**config.mk**
```make
export PLATFORM = sky130hd
export DESIGN_NAME = edge_detect_bank
export DESIGN_NICKNAME = d
export VERILOG_FILES = /design/src/rtl/edge_pkg.sv /design/src/rtl/edge_chan.sv /design/src/rtl/edge_detect_bank.sv
export SDC_FILE = /design/constraint.sdc
export NUM_CORES = 1
export LEC_CHECK = 0
export ABC_AREA = 1
export BUFFER_PORTS_ARGS = -buffer_cell sky130_fd_sc_hd__buf_2
export CAP_MARGIN = 20
export CORE_UTILIZATION = 59
export CTS_BUF_LIST = sky130_fd_sc_hd__clkbuf_4 sky130_fd_sc_hd__clkbuf_8
export DETAILED_ROUTE_END_ITERATION = 8
export PLACE_DENSITY = 0.91
export SYNTH_ARGS = -nofsm -noshare
export SYNTH_HDL_FRONTEND = slang
export SYNTH_SLANG_ARGS = --single-unit
```
**constraint.sdc**
```tcl
create_clock -name clk -period 3.5 [get_ports clk]
set_clock_uncertainty 0.1 [all_clocks]
set_input_delay 0.35 -clock clk [delete_from_list [all_inputs] [get_ports clk]]
set_output_delay 0.35 -clock clk [all_outputs]
set_load 0.01 [all_outputs]
```
**src/rtl/edge_pkg.sv**
```systemverilog
// Shared definitions for the edge detector bank: per-channel mode encodings
// and the helper that gates rise/fall pulses into a tick.
package edge_pkg;

  typedef enum logic [1:0] {
    MODE_OFF  = 2'b00,
    MODE_RISE = 2'b01,
    MODE_FALL = 2'b10,
    MODE_BOTH = 2'b11
  } mode_e;

  function automatic logic tick_sel(input mode_e m, input logic r, input logic f);
    return (r & ((m == MODE_RISE) || (m == MODE_BOTH))) |
           (f & ((m == MODE_FALL) || (m == MODE_BOTH)));
  endfunction

endpackage

```
**src/rtl/edge_chan.sv**
```systemverilog
// One channel: synchronizer, optional debounce qualifier, registered
// rise/fall pulses, mode-gated tick and sticky pend flag.
module edge_chan
  import edge_pkg::*;
#(
  parameter int SYNC_STAGES = 2,
  parameter int DB_CYCLES   = 4
) (
  input  logic       clk,
  input  logic       reset,
  input  logic       level,
  input  logic [1:0] mode,
  input  logic       clr,
  output logic       stable,
  output logic       rise,
  output logic       fall,
  output logic       tick,
  output logic       pend
);

  logic [SYNC_STAGES-1:0] sync_q;
  logic                   sync_out;

  always_ff @(posedge clk or posedge reset) begin
    if (reset) sync_q <= '0;
    else       sync_q <= {sync_q[SYNC_STAGES-2:0], level};
  end

  assign sync_out = sync_q[SYNC_STAGES-1];

  if (DB_CYCLES == 0) begin : g_nodb
    // Without debounce the stable flop is the qualifying stage, so the
    // pulse is produced on the same edge that stable changes.
    always_ff @(posedge clk or posedge reset) begin
      if (reset) begin
        stable <= 1'b0;
        rise   <= 1'b0;
        fall   <= 1'b0;
      end else begin
        stable <= sync_out;
        rise   <= sync_out & ~stable;
        fall   <= ~sync_out & stable;
      end
    end
  end else begin : g_db
    localparam int CW = $clog2(DB_CYCLES + 1);
    logic [CW-1:0] count;
    logic          stable_prev;

    always_ff @(posedge clk or posedge reset) begin
      if (reset) begin
        count       <= '0;
        stable      <= 1'b0;
        stable_prev <= 1'b0;
        rise        <= 1'b0;
        fall        <= 1'b0;
      end else begin
        stable_prev <= stable;
        rise        <= stable & ~stable_prev;
        fall        <= ~stable & stable_prev;
        if (sync_out == stable) begin
          count <= '0;
        end else if (count == CW'(DB_CYCLES - 1)) begin
          stable <= sync_out;
          count  <= '0;
        end else begin
          count <= count + CW'(1);
        end
      end
    end
  end

  assign tick = tick_sel(mode_e'(mode), rise, fall);

  // Set takes priority over clear so an event coinciding with clr is kept.
  always_ff @(posedge clk or posedge reset) begin
    if (reset) pend <= 1'b0;
    else       pend <= tick | (pend & ~clr);
  end

endmodule

```
**src/rtl/edge_detect_bank.sv**
```systemverilog
// Bank of NCH independent edge-detect channels sharing one clock and reset.
module edge_detect_bank
  import edge_pkg::*;
#(
  parameter int NCH         = 4,
  parameter int SYNC_STAGES = 2,
  parameter int DB_CYCLES   = 4
) (
  input  logic             clk,
  input  logic             reset,
  input  logic [NCH-1:0]   level,
  input  logic [2*NCH-1:0] mode,
  input  logic [NCH-1:0]   clr,
  output logic [NCH-1:0]   stable,
  output logic [NCH-1:0]   rise,
  output logic [NCH-1:0]   fall,
  output logic [NCH-1:0]   tick,
  output logic [NCH-1:0]   pend
);

  for (genvar i = 0; i < NCH; i++) begin : g_chan
    edge_chan #(
      .SYNC_STAGES(SYNC_STAGES),
      .DB_CYCLES  (DB_CYCLES)
    ) u_chan (
      .clk   (clk),
      .reset (reset),
      .level (level[i]),
      .mode  (mode[2*i +: 2]),
      .clr   (clr[i]),
      .stable(stable[i]),
      .rise  (rise[i]),
      .fall  (fall[i]),
      .tick  (tick[i]),
      .pend  (pend[i])
    );
  end

endmodule
```
==> impl_results.md, run 1 <==
* Non-Filler Instances at 236
* Summed negative setup slack over all endpoints at 0 ps
* Synthesis-stage register bit count at 40
* Share of final-layout standard cells stronger than drive strength 1 at 0.2913
* Num rows at 18
* Critical path buffers and inverters at 1
* Max layer used: met4
* Clock Root Buffer: sky130_fd_sc_hd__clkbuf_4
* Hold violation total from the final report at 0
* Effective utilization at floorplan at 0.6445
* Req. time, crit path at 3050 ps
* Number of instances in the synthesized netlist at 173
* Fin. max-slew vios at 0
* Pin count of the biggest net entering global routing at 27
* Die Footprint at 0.002995 mm²
* Hold WC Path Type: primary input to flip-flop
* CTS tree: done
* Placed wire-length estimate at 1.650 mm
* Setup repair after global routing missed its margin: no
* Max Cap Violations at 0
* Met1 WL at 960 µm
* Signal arrival time at the worst endpoint at 1030 ps
* Post-synthesis cell type with the largest combined area: sky130_fd_sc_hd__dfrtp_1
* Final critical delay including setup and external delays at 1480 ps
* Gr ovfl total at 0
* Clock transition at the registers of the reported paths at 110 ps
* Category of the critical setup timing path: flip-flop to output pin
* Post-placement cell count at 223
* Kind of start point of the critical path: flip-flop
* Worst slew margin relative to its limit at 0.7718
* Synthesized cell area at 0.001640 mm²
* Period Utilization, post-route at 0.4228
* Synthesized Nets at 195
* Maximum root-to-sink buffer count at 2
* All-layer global routing usage at 0.1874
* Area added between synthesis and finish at 14.11%
* Max Fclk at 675.8 MHz
* First drt pass iteration count at 4
* Diode insertion count for antenna repair at 0
* Power per Cell Area at 723.8 mW/mm²
* Final Util at 0.7355
* Outcome: complete, no violations
* Skew-Pair Late Insertion Delay at 340 ps
* Detailed Route WL at 2.292 mm
* Drt wl/cell at 9.712 µm
* Number of clock buffers inserted by TritonCTS at 5
* Final Setup Violations at 0
* Count of unique library cells instantiated by Yosys at 9
* Wire length of the first global-routing pass at 3.684 mm
* Die boundary width at 54.73 µm
* Critical path peak fanout at 2
* Tightest Pin Transition at 341.9 ps
* Floorplan die height at 54.73 µm
* Vias at 1055
* Final #Nets at 227
* Detailed-routed wire length on met3 at 182 µm
* Final-layout worst hold slack at 143.4 ps
* Sequential element share of the synthesized area at 0.6102
* Worst IR drop on VDD at 520.8 µV
* Cell type group with the largest total delay on the critical path: flip-flops
* Cell with the biggest individual delay on the critical path: sky130_fd_sc_hd__dfrtp_1
* DRT antenna net count at 0
* Fraction of post-synthesis cell area in the top cell type by area at 0.6102
* Cell repeated most along the worst path: sky130_fd_sc_hd__nand2_1
* H-tree depth at 2
* Static leakage at 1.090 nW
* Slowest stage delay, CP at 400 ps
* Post-CTS setup buffer count at 0
* Initial antenna violation count at 0
* Via count of the first global-routing pass at 945
* Total I/O pin count at 38
* Synth top area cells: sky130_fd_sc_hd__dfrtp_1, sky130_fd_sc_hd__nand2_1, sky130_fd_sc_hd__buf_4
* Setup crit end kind: output pin
* Synth Area per Inst at 9.482 µm²
* Routed wire length on met2 at 1.112 mm
* TritonCTS Sinks at 40
* Vias per cell at 4.470
* Count of input and output buffers at 37
* Core ar. at 0.002545 mm²
* Critical Path, Cell by Cell: nand2_1 -> nand2_1 -> buf_2
* Drc violations at 0
* DR iter-0 viols at 9
* Warnings from Yosys at 0
* RD Place Congestion at 0.6682
stage by stage:
step	cell area, µm²	total power, mW	setup WS, ps
2_1_floorplan	1640	1.092	2132
3_3_place_gp	1728	1.096	1998
3_5_place_dp	1755	1.120	2347
4_1_cts	1842	1.367	2020
5_1_grt	1872	1.492	1943
6_report	1872	1.355	2020
final cells by class:
| class | instances | area, µm² |
|---|---|---|
| Multi-Input combinational cell | 81 | 369.1 |
| Timing Repair Buffer | 45 | 277.8 |
| Inverter | 32 | 120.1 |
| Clock buffer | 8 | 66.31 |
| Fill cell | 174 | 673.1 |
| Sequential cell | 40 | 1001 |
| Tap cell | 30 | 37.54 |
cell usage in the layout (no fill, tap or decap):
| cell | instances |
|---|---|
| sky130_fd_sc_hd__buf_16 | 1 |
| sky130_fd_sc_hd__buf_2 | 37 |
| sky130_fd_sc_hd__buf_4 | 2 |
| sky130_fd_sc_hd__clkbuf_4 | 7 |
| sky130_fd_sc_hd__clkbuf_8 | 1 |
| sky130_fd_sc_hd__dfrtp_1 | 40 |
| sky130_fd_sc_hd__dlygate4sd3_1 | 5 |
| sky130_fd_sc_hd__ha_1 | 4 |
| sky130_fd_sc_hd__inv_1 | 28 |
| sky130_fd_sc_hd__inv_2 | 4 |
| sky130_fd_sc_hd__nand2_1 | 41 |
| sky130_fd_sc_hd__nand2_2 | 8 |
| sky130_fd_sc_hd__nand3_1 | 8 |
| sky130_fd_sc_hd__nor2_1 | 20 |
sequential cells by signal, summed over array words and instances, names as in the netlist:
signal	flops
g_chan.u_chan.rise	4
g_chan.u_chan.stable	4
g_chan.u_chan.g_db.count	12
g_chan.u_chan.g_db.stable_prev	4
g_chan.u_chan.sync_q	8
g_chan.u_chan.pend	4
g_chan.u_chan.fall	4
cells in the mapped netlist:
cell / count
sky130_fd_sc_hd__ha_1: 4
sky130_fd_sc_hd__nand2_2: 8
sky130_fd_sc_hd__inv_1: 28
sky130_fd_sc_hd__nand2_1: 41
sky130_fd_sc_hd__nor2_1: 20
sky130_fd_sc_hd__nand3_1: 8
sky130_fd_sc_hd__dfrtp_1: 40
sky130_fd_sc_hd__inv_2: 4
sky130_fd_sc_hd__buf_4: 20
repair_timing:
item	in CTS	in global routing
resized for setup	0	0
hold buffers	2	3
hold endpoints to repair	6	3
report_power, final:
group | switching (mW) | internal [mW] | total (mW) | leakage (nW)
clock network | 0.130 | 0.115 | 0.245 | 0.0394
registers | 0.0896 | 0.605 | 0.695 | 0.507
logic | 0.238 | 0.178 | 0.415 | 0.544
worst paths after layout:
| check | from | to | slack, ps | cells after the start |
|---|---|---|---|---|
| max | g_chan[1].u_chan.rise$_DFF_PP0_ | tick[1] | 2020 | 3 |
| min reg2reg | g_chan[2].u_chan.sync_q[0]$_DFF_PP0_ | g_chan[2].u_chan.sync_q[1]$_DFF_PP0_ | 260 | 0 |
| max reg2reg | g_chan[1].u_chan.g_db.count[0]$_DFF_PP0_ | g_chan[1].u_chan.g_db.count[0]$_DFF_PP0_ | 2450 | 4 |
| max in group asynchronous | reset | g_chan[0].u_chan.sync_q[1]$_DFF_PP0_ | 2270 | 5 |
| min in group asynchronous | reset | g_chan[0].u_chan.pend$_DFF_PP0_ | 420 | 3 |
| min | mode[6] | g_chan[3].u_chan.pend$_DFF_PP0_ | 140 | 3 |
kinds of logic (layout without fill, tap and decap cells):
family                   after synthesis  in the layout  share of synthesized area
adder cells (fa/ha/maj)                4              4                    0.03051
flip-flops                            40             40                     0.6102
buffers and inverters                 52             85                     0.1648
AND/OR/NAND/NOR                       77             77                     0.1945
per-layer routing:
layer	GRT usage	up-vias
met4	0.08974	0
met5	0	-
li1	-	551
met3	0.08333	6
met1	0.1978	462
met2	0.3153	36
worst min-delay path, delay by kind of cell:
family        cells  cell delay (ps)
simple gates      2              130
buf+inv           1               70
No activity file was read; power rests on OpenSTA's default activity.
==> inputs of run 2 (changes only) <==
--- a/config.mk
+++ b/config.mk
@@ -5,13 +5,13 @@
 export SDC_FILE = /design/constraint.sdc
 export NUM_CORES = 1
 export LEC_CHECK = 0
-export ABC_AREA = 1
+export ABC_AREA = 0
 export BUFFER_PORTS_ARGS = -buffer_cell sky130_fd_sc_hd__buf_2
 export CAP_MARGIN = 20
-export CORE_UTILIZATION = 59
+export CORE_UTILIZATION = 49
 export CTS_BUF_LIST = sky130_fd_sc_hd__clkbuf_4 sky130_fd_sc_hd__clkbuf_8
 export DETAILED_ROUTE_END_ITERATION = 8
-export PLACE_DENSITY = 0.91
+export PLACE_DENSITY = 0.82
 export SYNTH_ARGS = -nofsm -noshare
 export SYNTH_HDL_FRONTEND = slang
 export SYNTH_SLANG_ARGS = --single-unit
==> constraint.sdc (replaced) <==
create_clock -name clk -period 1.3 [get_ports clk]
set_clock_uncertainty 0.1 [all_clocks]
set_input_delay 0.13 -clock clk [delete_from_list [all_inputs] [get_ports clk]]
set_output_delay 0.13 -clock clk [all_outputs]
set_load 0.01 [all_outputs]
==> impl_results.md, run 2 <==
* TritonCTS Sinks at 40 (unchanged)
* Diode insertion count for antenna repair at 0 (unchanged)
* Die Footprint at 0.003350 mm² (+12%)
* Hold violation total from the final report at 0 (unchanged)
* Static leakage at 0.9777 nW (-10%)
* Hold buffers post-CTS at 9 (+7)
* Logic depth of the worst register-to-register path at 3 (-1)
* Core ar. at 0.002853 mm² (+12%)
* Number of enable-type register cells in the synthesized netlist at 0 (unchanged)
* Slowest stage delay, CP at 400 ps (about the same)
* Maximum root-to-sink buffer count at 2 (unchanged)
* Skew-Pair Late Insertion Delay at 330 ps (about the same)
* Vias per cell at 4.885 (+9.3%)
* Gr ovfl total at 0 (unchanged)
* Sequential element share of the synthesized area at 0.6541 (+0.04391)
* Num rows at 19 (+1)
* Tightest Pin Transition at 309.6 ps (-32.30 ps)
* Worst setup path end: tick[1]
* Req. time, crit path at 1070 ps (-1980 ps)
* Outcome: finished with violations
* Initial antenna violation count at 0 (unchanged)
* Floorplan die height at 57.88 µm (+5.8%)
* Critical Path, Cell by Cell: a22o_1 -> buf_2
* Hold WC Path Type: primary input to flip-flop
* RD Place Congestion at 0.5937 (-11%)
* Count of unique library cells instantiated by Yosys at 14 (+5)
* Top flop regs: g_chan.u_chan.g_db.count (12), g_chan.u_chan.sync_q (8)
* All-layer global routing usage at 0.1553 (-0.03213)
* Synth Area per Inst at 14.04 µm² (+48%)
* Worst slew margin relative to its limit at 0.7921 (+0.02030)
* Total I/O pin count at 38 (unchanged)
* DRT antenna net count at 0 (unchanged)
* Wire length of the first global-routing pass at 3.705 mm (+0.57%)
* Drc violations at 5 (+5)
* Signal arrival time at the worst endpoint at 1080 ps (+50 ps)
* Period Utilization, post-route at 1.009
* Max Fclk at 762.4 MHz
* CTS tree: done
* Drt wl/cell at 13.16 µm (+36%)
* Cell type group with the largest total delay on the critical path: flip-flops
* Final critical delay including setup and external delays at 1312 ps
* Effective utilization at floorplan at 0.5364 (-0.1081)
* Fin. max-slew vios at 0 (unchanged)
* Share of final-layout standard cells stronger than drive strength 1 at 0.4238 (+0.1326)
* Detailed Route WL at 2.396 mm (+4.5%)
* Setup repair after global routing missed its margin: yes
* Critical Path Source: g_chan[1].u_chan.rise$_DFF_PP0_
* Number of flip-flops in the largest register at 12 (unchanged)
* Kind of start point of the critical path: flip-flop
* End of the worst register-to-register path: g_chan[1].u_chan.stable$_DFFE_PP0P_
* Final #Nets at 172 (-24%)
* Category of the critical setup timing path: flip-flop to output pin
* Register with the most flip-flops: g_chan.u_chan.g_db.count
* Placed wire-length estimate at 1.515 mm (-8.2%)
* Proportion of register bits with asynchronous set or reset after synthesis at 1.000 (unchanged)
* Pin count of the biggest net entering global routing at 41 (+52%)
* Most common cell after layout, fill and taps aside: sky130_fd_sc_hd__dfrtp_1
* Critical path peak fanout at 2 (unchanged)
* Worst-case register-to-register setup slack at 20 ps (-2430 ps)
* Setup crit end kind: output pin
* Warnings from Yosys at 0 (unchanged)
* First drt pass iteration count at 9 (+5)
* Count of input and output buffers at 37 (unchanged)
* Synthesized cell area at 0.001530 mm² (-6.7%)
* Number of stages on the worst setup path at 2 (-1)
* Clock Root Buffer: sky130_fd_sc_hd__clkbuf_4
* Ys flop type: sky130_fd_sc_hd__dfrtp_1
* Area added between synthesis and finish at 21.75%
* Failing checks: design-rule violations, negative setup slack
* Power per Cell Area at 2086 mW/mm² (+190%)
* Clock transition at the registers of the reported paths at 120 ps (about the same)
* Top post-synthesis cells by count: sky130_fd_sc_hd__dfrtp_1, sky130_fd_sc_hd__buf_4, sky130_fd_sc_hd__nor2b_1
* Vias at 889 (-16%)
* Final Setup Violations at 3 (+3)
* DR iter-0 viols at 16 (+7)
* Number of instances in the synthesized netlist at 109 (-37%)
* Synthesized Nets at 131 (-33%)
* Synthesis-stage register bit count at 40 (unchanged)
* Final worst-path setup slack at -11.68 ps (-2032 ps)
* Post-synthesis cell type with the largest combined area: sky130_fd_sc_hd__dfrtp_1
* Die boundary width at 57.88 µm (+5.8%)
* Total design power at 3.886 mW (+190%)
* Fraction of post-synthesis cell area in the top cell type by area at 0.6541 (+0.04391)
* Worst flop-to-flop path startpoint: g_chan[1].u_chan.g_db.count[0]$_DFF_PP0_
* Worst IR drop on VDD at 945.6 µV (+82%)
* Post-Place Setup Slack at 0.9996 ps (-2346 ps)
* Synth top area cells: sky130_fd_sc_hd__dfrtp_1, sky130_fd_sc_hd__buf_4, sky130_fd_sc_hd__nor2b_1
* Cell with the biggest individual delay on the critical path: sky130_fd_sc_hd__dfrtp_1
* Via count of the first global-routing pass at 905 (-4.2%)
* Max Cap Violations at 0 (unchanged)
* Most frequent cell after synthesis: sky130_fd_sc_hd__dfrtp_1
* Critical path buffers and inverters at 1 (unchanged)
* Top library cells by usage in the layout, fill and taps aside: sky130_fd_sc_hd__dfrtp_1, sky130_fd_sc_hd__buf_2, sky130_fd_sc_hd__nor2b_1, sky130_fd_sc_hd__dlygate4sd3_1, sky130_fd_sc_hd__buf_4
* H-tree depth at 2 (unchanged)
* Number of clock buffers inserted by TritonCTS at 5 (unchanged)
run 2: cell count changes after synthesis, sizes merged, moves of 5 or more:
cell | previous run | this run
inv | 32 | 5
nand2 | 49 | 0
nand3 | 8 | 0
nor2 | 20 | 0
nor2b | 0 | 14
nor3b | 0 | 5
run 2: worst min path at each step:
| stage | cells past startpoint | from | to | slack, ps |
|---|---|---|---|---|
| floorplan | 0 | level[0] | g_chan[0].u_chan.sync_q[0]$_DFF_PP0_ | 60 |
| global placement | 3 | reset | g_chan[0].u_chan.pend$_DFF_PP0_ | 90 |
| detailed placement | 3 | reset | g_chan[2].u_chan.fall$_DFF_PP0_ | 110 |
| CTS | 3 | mode[7] | g_chan[3].u_chan.pend$_DFF_PP0_ | -10 |
| global route | 3 | mode[7] | g_chan[3].u_chan.pend$_DFF_PP0_ | -6 |
| finish | 3 | mode[7] | g_chan[3].u_chan.pend$_DFF_PP0_ | 4 |
run 2: cell type report:
cell class                 instances  area (µm²)
multi-input combinational         44       395.4
tap                               31       38.79
fill                             215       989.7
inverter                           5       18.77
sequential                        40        1001
timing repair buffer              54       347.8
clock inverter                     2       10.01
clock buffer                       6       51.30
run 2: tightest hold or removal path, cell delays in order:
cell and delay [ps]:
sky130_fd_sc_hd__buf_2 80, sky130_fd_sc_hd__a22o_1 130, sky130_fd_sc_hd__a21o_1 80
run 2: timing repair:
action / 4_1_cts / 5_1_grt
buffers inserted: 5 / 2
resized for setup: 1 / 9
pin swaps: 4 / 2
endpoints found under the setup margin: 6 / 8
endpoints found under the hold margin: 48 / 1
run 2: routing by layer:
metal  wire length, µm  track usage
met5                 0            0
met4                37      0.09184
met3               142      0.04464
met2              1313       0.2923
met1               903       0.1470
run 2: cell families after synthesis:
family | share of synthesized area
compound gates | 0.04252
xor+xnor | 0.02289
fa+ha+maj | 0.03271
buf+inv | 0.1104
flops | 0.6541
mux | 0.02943
simple gates | 0.1079
run 2: stage by stage:
step / cell area [µm²] / setup TNS [ps] / hold slack, ps / std cells / util
after floorplan: 1530 / 0 / 61.43 / 109 / -
after detailed placement: 1624 / 0 / 114.0 / 158 / 0.5693
final: 1863 / -21.18 / 4.158 / 182 / 0.6531
after global placement: 1624 / 0 / 91.09 / 158 / 0.5693
after CTS: 1815 / -84.72 / -12.17 / 180 / 0.6364
after global routing: 1863 / -297.6 / -5.732 / 182 / 0.6531
run 2: where the power goes:
part           switching (mW)  internal, mW
sequential              0.271          1.66
clock                   0.373         0.258
combinational           0.578         0.747
total                    1.22          2.66
